`src/rtl/intfdmx8.sv`:
```
// intfdmx8: serial-to-parallel frame demultiplexer.
// Recovers a MUX-slot parallel word from a time-division serial stream that
// is framed by isyn. Each slot lasts MAXTS synclk cycles and is sampled at
// offset SMPTS. The block also tracks frame alignment (olock), flags aborted
// frames (oerr) and drops lock if frame starts stop arriving.
//
// Handshake: ovld is a one-cycle, registered qualifier for odat. No ready
// path exists. odat changes only in the cycle where ovld is high and holds
// its value at all other times.
module intfdmx8 #(
    parameter int LINEBIT = 1,
    parameter int MUX     = 4,
    parameter int BITTS   = 3,
    parameter int MAXTS   = 6,
    parameter int SMPTS   = 3,
    parameter int TMOMAX  = 63,
    localparam int DATABIT = LINEBIT * MUX
) (
    input  logic               synclk,
    input  logic               rst,
    input  logic [LINEBIT-1:0] idat,
    input  logic               isyn,
    output logic [DATABIT-1:0] odat,
    output logic               ovld,
    output logic               oerr,
    output logic               olock
);

    localparam int TMOW = $clog2(TMOMAX + 1);
    // Slot index needs to reach MUX (8 max) without wrapping.
    localparam int PHW  = 4;

    typedef enum logic {HUNT = 1'b0, CAPT = 1'b1} state_t;

    state_t             state;
    logic               isyn_d;
    logic               pend;
    logic [BITTS-1:0]   cntts;
    logic [PHW-1:0]     cntph;
    logic [DATABIT-1:0] shadow;
    logic [TMOW-1:0]    tmo;
    logic [1:0]         good;

    logic               fs;
    logic               complete;
    logic               abort;
    logic               active;
    logic               smp;
    logic               last;
    logic               tmo_hit;
    logic [BITTS-1:0]   pos_ts;
    logic [PHW-1:0]     pos_ph;
    logic [BITTS-1:0]   nxt_ts;
    logic [PHW-1:0]     nxt_ph;
    logic [DATABIT-1:0] shadow_nxt;

    // Decode frame start, the slot position of this cycle and the capture events.
    // The counters hold the position of the cycle after the one that loaded them.
    // A frame start forces this cycle to position zero, so the t0 cycle
    // counts as offset 0. This lets SMPTS=0 sample slot 0 on t0 itself.
    always_comb begin
        fs       = isyn & ~isyn_d;
        complete = (state == CAPT) && pend;
        abort    = fs && (state == CAPT) && !pend;
        active   = fs || ((state == CAPT) && !pend);
        pos_ts   = fs ? '0 : cntts;
        pos_ph   = fs ? '0 : cntph;
        if (pos_ts == BITTS'(MAXTS - 1)) begin
            nxt_ts = '0;
            nxt_ph = pos_ph + PHW'(1);
        end else begin
            nxt_ts = pos_ts + BITTS'(1);
            nxt_ph = pos_ph;
        end
        smp     = active && (pos_ts == BITTS'(SMPTS)) && (pos_ph < PHW'(MUX));
        last    = smp && (pos_ph == PHW'(MUX - 1));
        tmo_hit = !fs && (tmo == TMOW'(TMOMAX - 1));
        shadow_nxt = fs ? '0 : shadow;
        for (int k = 0; k < MUX; k++) begin
            if (smp && (pos_ph == PHW'(k))) begin
                shadow_nxt[DATABIT-1-k*LINEBIT -: LINEBIT] = idat;
            end
        end
    end

    // Capture FSM, slot counters, output word, lock tracking and timeout.
    always_ff @(posedge synclk) begin
        if (rst) begin
            state  <= HUNT;
            isyn_d <= 1'b1;
            pend   <= 1'b0;
            cntts  <= '0;
            cntph  <= '0;
            shadow <= '0;
            tmo    <= '0;
            good   <= '0;
            odat   <= '0;
            ovld   <= 1'b0;
            oerr   <= 1'b0;
            olock  <= 1'b0;
        end else begin
            isyn_d <= isyn;
            ovld   <= 1'b0;
            oerr   <= 1'b0;
            shadow <= shadow_nxt;
            pend   <= last;
            if (active) begin
                cntts <= nxt_ts;
                cntph <= nxt_ph;
            end
            // A frame start always (re)starts capture; completion returns to HUNT.
            if (fs) begin
                state <= CAPT;
            end else if (complete) begin
                state <= HUNT;
            end
            if (complete) begin
                odat <= shadow;
                ovld <= 1'b1;
                if (good != 2'd3) begin
                    good <= good + 2'd1;
                end
                if (good != 2'd0) begin
                    olock <= 1'b1;
                end
            end
            if (abort) begin
                oerr  <= 1'b1;
                olock <= 1'b0;
                good  <= '0;
            end
            if (fs) begin
                tmo <= '0;
            end else if (tmo != TMOW'(TMOMAX)) begin
                tmo <= tmo + TMOW'(1);
            end
            // Silent loss of frame starts: drop lock without flagging an error.
            if (tmo_hit) begin
                olock <= 1'b0;
                good  <= '0;
                state <= HUNT;
                pend  <= 1'b0;
            end
        end
    end

endmodule

```
`config.mk`:
```
export PLATFORM = sky130hd
export DESIGN_NAME = intfdmx8
export DESIGN_NICKNAME = d
export VERILOG_FILES = /design/src/rtl/intfdmx8.sv
export SDC_FILE = /design/constraint.sdc
export NUM_CORES = 1
export LEC_CHECK = 0
export ABC_AREA = 1
export CAP_MARGIN = 10
export CORE_AREA = 4 4 48 66
export DETAILED_ROUTE_END_ITERATION = 16
export DIE_AREA = 0 0 52 70
export MAX_ROUTING_LAYER = met4
export PLACE_DENSITY = 0.76
export SETUP_SLACK_MARGIN = 0.1
export SLEW_MARGIN = 15
export SYNTH_ARGS = -nofsm -noshare
export SYNTH_HDL_FRONTEND = slang
export SYNTH_SLANG_ARGS = --single-unit
```
`constraint.sdc`:
```
create_clock -name synclk -period 1.9 [get_ports synclk]
set_clock_uncertainty 0.2 [all_clocks]
set_input_delay 0.38 -clock synclk [delete_from_list [all_inputs] [get_ports synclk]]
set_output_delay 0.38 -clock synclk [all_outputs]
set_load 0.02 [all_outputs]
```
==> flow_summary.json <==
{
  "worstPathArrival_ps": 1680,
  "synth_area_leaders": "sky130_fd_sc_hd__dfxtp_1 (42%), sky130_fd_sc_hd__nand2_1 (11%), sky130_fd_sc_hd__nor2_1 (8.6%)",
  "setup_total_negative_slack_ps": 0,
  "hold_depth": 2,
  "clk_root_buf": "sky130_fd_sc_hd__clkbuf_4",
  "layout_worst_path_cycle_share_pct": 85.2,
  "run_status": "completed",
  "part_of_the_total_power_dissipated_in_sequential_elements_pct": 58.2,
  "report.final.hold_viol_count": 0,
  "internal-power_mw": 0.827,
  "route.vias.total": 1256,
  "gp_congestion": 0.830,
  "antenna_found_initial": 0,
  "timing.critical_path.to_type": "flip-flop",
  "cell_count_after_placement": 246,
  "clock-sinks": 29,
  "post_synth_num_cell_types": 22,
  "cts-hold-fix-buffers": 0,
  "routed_wl_mm": 2.68,
  "layer_with_the_highest_usage": "met2",
  "htree_num_levels": 2,
  "syn_to_layout_area_delta_pct": 20.9,
  "die_h_um": 70,
  "cts_tree": "yes",
  "synth_top_cell_area_share_pct": 41.8,
  "drc": 0,
  "layout.cells.most_common": "sky130_fd_sc_hd__nand2_1",
  "unrepaired_setup_endpoints_after_global_routing": "no",
  "power.net_switching_mw": 0.250,
  "yosys_register_bits": 29,
  "drt-initial-drc-count": 49,
  "power_per_cell_area_nw_per_um2": 641,
  "setup.worst_path.start_class": "primary input",
  "layout-drive-gt1-share_pct": 17.5,
  "avg_synthesized_cell_area_um2": 7.32,
  "synth_seq_area_share_pct": 41.8,
  "routed_via_density": 4.96,
  "grt_util_met1_pct": 18.1,
  "comb_pwr_share_pct": 7.7,
  "num_antenna_cells": 0,
  "gr-usage-all-layers_pct": 18.0,
  "detail_route.first_pass.iterations": 4,
  "layout.cells.most_common_list": "sky130_fd_sc_hd__nand2_1 (40), sky130_fd_sc_hd__nor2_1 (32), sky130_fd_sc_hd__dfxtp_1 (28)",
  "final-instance-count-excl-fill": 253,
  "grt_first_pass_wirelength_mm": 4.93,
  "maxCapViolations": 0,
  "route.antenna.remaining_nets": 0,
  "worst_r2r_path_depth": 11,
  "fin_hold_ws_ps": 279,
  "crit_fanout": 8,
  "syn_inst": 190,
  "buffer_ports.inserted": 10,
  "drv_slew": 0,
  "hold_path.class": "flip-flop to flip-flop",
  "synthDominantAreaCellType": "sky130_fd_sc_hd__dfxtp_1",
  "grtUsageMet3_pct": 5.12,
  "timing.fmax_mhz": 618,
  "setup_violations": 0,
  "die_x_um": 52,
  "tritoncts.num_buffers": 5,
  "die_area_um2": 3640,
  "relSlewSlack_pct": 77.3,
  "post_synthesis_instance_area_um2": 1390,
  "worst_slew_pin_slew_ps": 340,
  "clk_pin_slew_worst_paths_ps": 80,
  "insertion_delay_ps": 310,
  "pin_count": 11,
  "pin_count_of_the_biggest_net_entering_global_routing": 12,
  "total_of_warnings_raised_by_yosys": 0,
  "cts_max_path_buffers": 2,
  "clkPwrFrac_pct": 34.1,
  "number_of_global_route_vias_before_repair": 1246,
  "power.static_leakage_nw": 0.807,
  "vdd.ir_drop.worst_v": 0.000346,
  "crit_required_ps": 1960,
  "grt_util_met2_pct": 30.9,
  "period_needed_ps": 1620,
  "initial_utilization_pct": 53.2,
  "finish.net_count": 230,
  "p_sw_share_pct": 23.2,
  "globalRoute.totalOverflow": 0,
  "placementRows": 22,
  "dp_wirelength_mm": 2.07,
  "placeableCoreArea_um2": 2620,
  "wire_per_inst_um": 10.6,
  "mappedNetlistNets": 203,
  "timing_worst_setup_path_type": "primary input to flip-flop"
}
## power by group through the flow
stage | Clock [mW] | Sequential, mW | Combinational [mW]
floorplan | 0 | 0.639 | 0.0510
global placement | 0 | 0.640 | 0.0799
detailed placement | 0 | 0.641 | 0.0826
CTS | 0.383 | 0.626 | 0.0829
global route | 0.413 | 0.629 | 0.0934
finish | 0.367 | 0.627 | 0.0829
## logic make-up (layout without fill, tap and decap cells)
kind of cell / after synthesis / after routing / share of synthesized area (%)
AOI/OAI and AO/OA: 25 / 25 / 10.2
xor gates and xnor gates: 1 / 1 / 0.630
adders and majority gates: 9 / 9 / 8.10
buffers and inverters: 27 / 54 / 7.56
DFF: 29 / 29 / 41.8
and+or+nand+nor: 99 / 99 / 31.8
## per-stage QoR
stage | setup WS, ps | util (%) | area, um2 | power, mW
after detailed placement | -304 | 62.3 | 1630 | 0.723
after floorplan | 332 | - | 1390 | 0.690
after global routing | 112 | 64.3 | 1680 | 1.13
final | 282 | 64.3 | 1680 | 1.08
after CTS | 245 | 64.2 | 1680 | 1.09
after global placement | -235 | 62.3 | 1630 | 0.720
## routing by layer
layer | up-vias | routed length (um)
met5 | - | 0
met4 | 0 | 66
met3 | 9 | 90
met2 | 21 | 1460
met1 | 566 | 1070
li1 | 660 | -
## worst max-delay path, cell delays in order
cell	delay [ps]
sky130_fd_sc_hd__dlygate4sd2_1	280
sky130_fd_sc_hd__a21oi_2	180
sky130_fd_sc_hd__inv_1	90
sky130_fd_sc_hd__nor2_1	110
sky130_fd_sc_hd__ha_1	160
sky130_fd_sc_hd__nand2_2	90
sky130_fd_sc_hd__nor2_8	130
sky130_fd_sc_hd__nand2_1	70
sky130_fd_sc_hd__nand2_1	60
sky130_fd_sc_hd__nand2_1	50
sky130_fd_sc_hd__nor2_1	70
## what timing repair did
| action | in CTS | in global routing |
|---|---|---|
| buffers inserted | 0 | 0 |
| resized for setup | 9 | 1 |
| pin swaps | 0 | 1 |
| endpoints found under the setup margin | 11 | 4 |
## path summary, 6_finish.rpt
kind | startpoint | endpoint | slack [ps]
worst max-delay path | isyn | shadow[2]$_SDFFE_PP0P_ | 280
worst max register to register | cntts[0]$_SDFFE_PP0P_ | shadow[2]$_SDFFE_PP0P_ | 290
worst min-delay path | odat[0]$_SDFFE_PP0P_ | odat[0]$_SDFFE_PP0P_ | 280
worst min register to register | odat[0]$_SDFFE_PP0P_ | odat[0]$_SDFFE_PP0P_ | 280
## Yosys cell counts, drive strengths merged
| cell type | count |
|---|---|
| nand2 | 46 |
| o21ai | 11 |
| buf | 1 |
| xor2 | 1 |
| or2 | 3 |
| nand4 | 3 |
| a21oi | 11 |
| nor3 | 3 |
| inv | 24 |
| clkbuf | 2 |
| ha | 9 |
| nand3 | 10 |
| dfxtp | 29 |
| a211oi | 2 |
| a31oi | 1 |
| nor2 | 34 |
## sequential cells by signal (all words and copies together) (netlist names)
name and count:
oerr 1, state 1, shadow 4, pend 1
cntph 4, olock 1, ovld 1, isyn_d 1
cntts 3, good 2, tmo 6, odat 4
## final cells by class
cell class | instances | area, um2
Inverter | 24 | 90.1
Clock buffer | 7 | 55.1
Timing Repair Buffer | 23 | 200
Tap cell | 36 | 45.0
Sequential cell | 29 | 582
Multi-Input combinational cell | 134 | 708
Fill cell | 232 | 935
(Power assumes the default switching activity.)
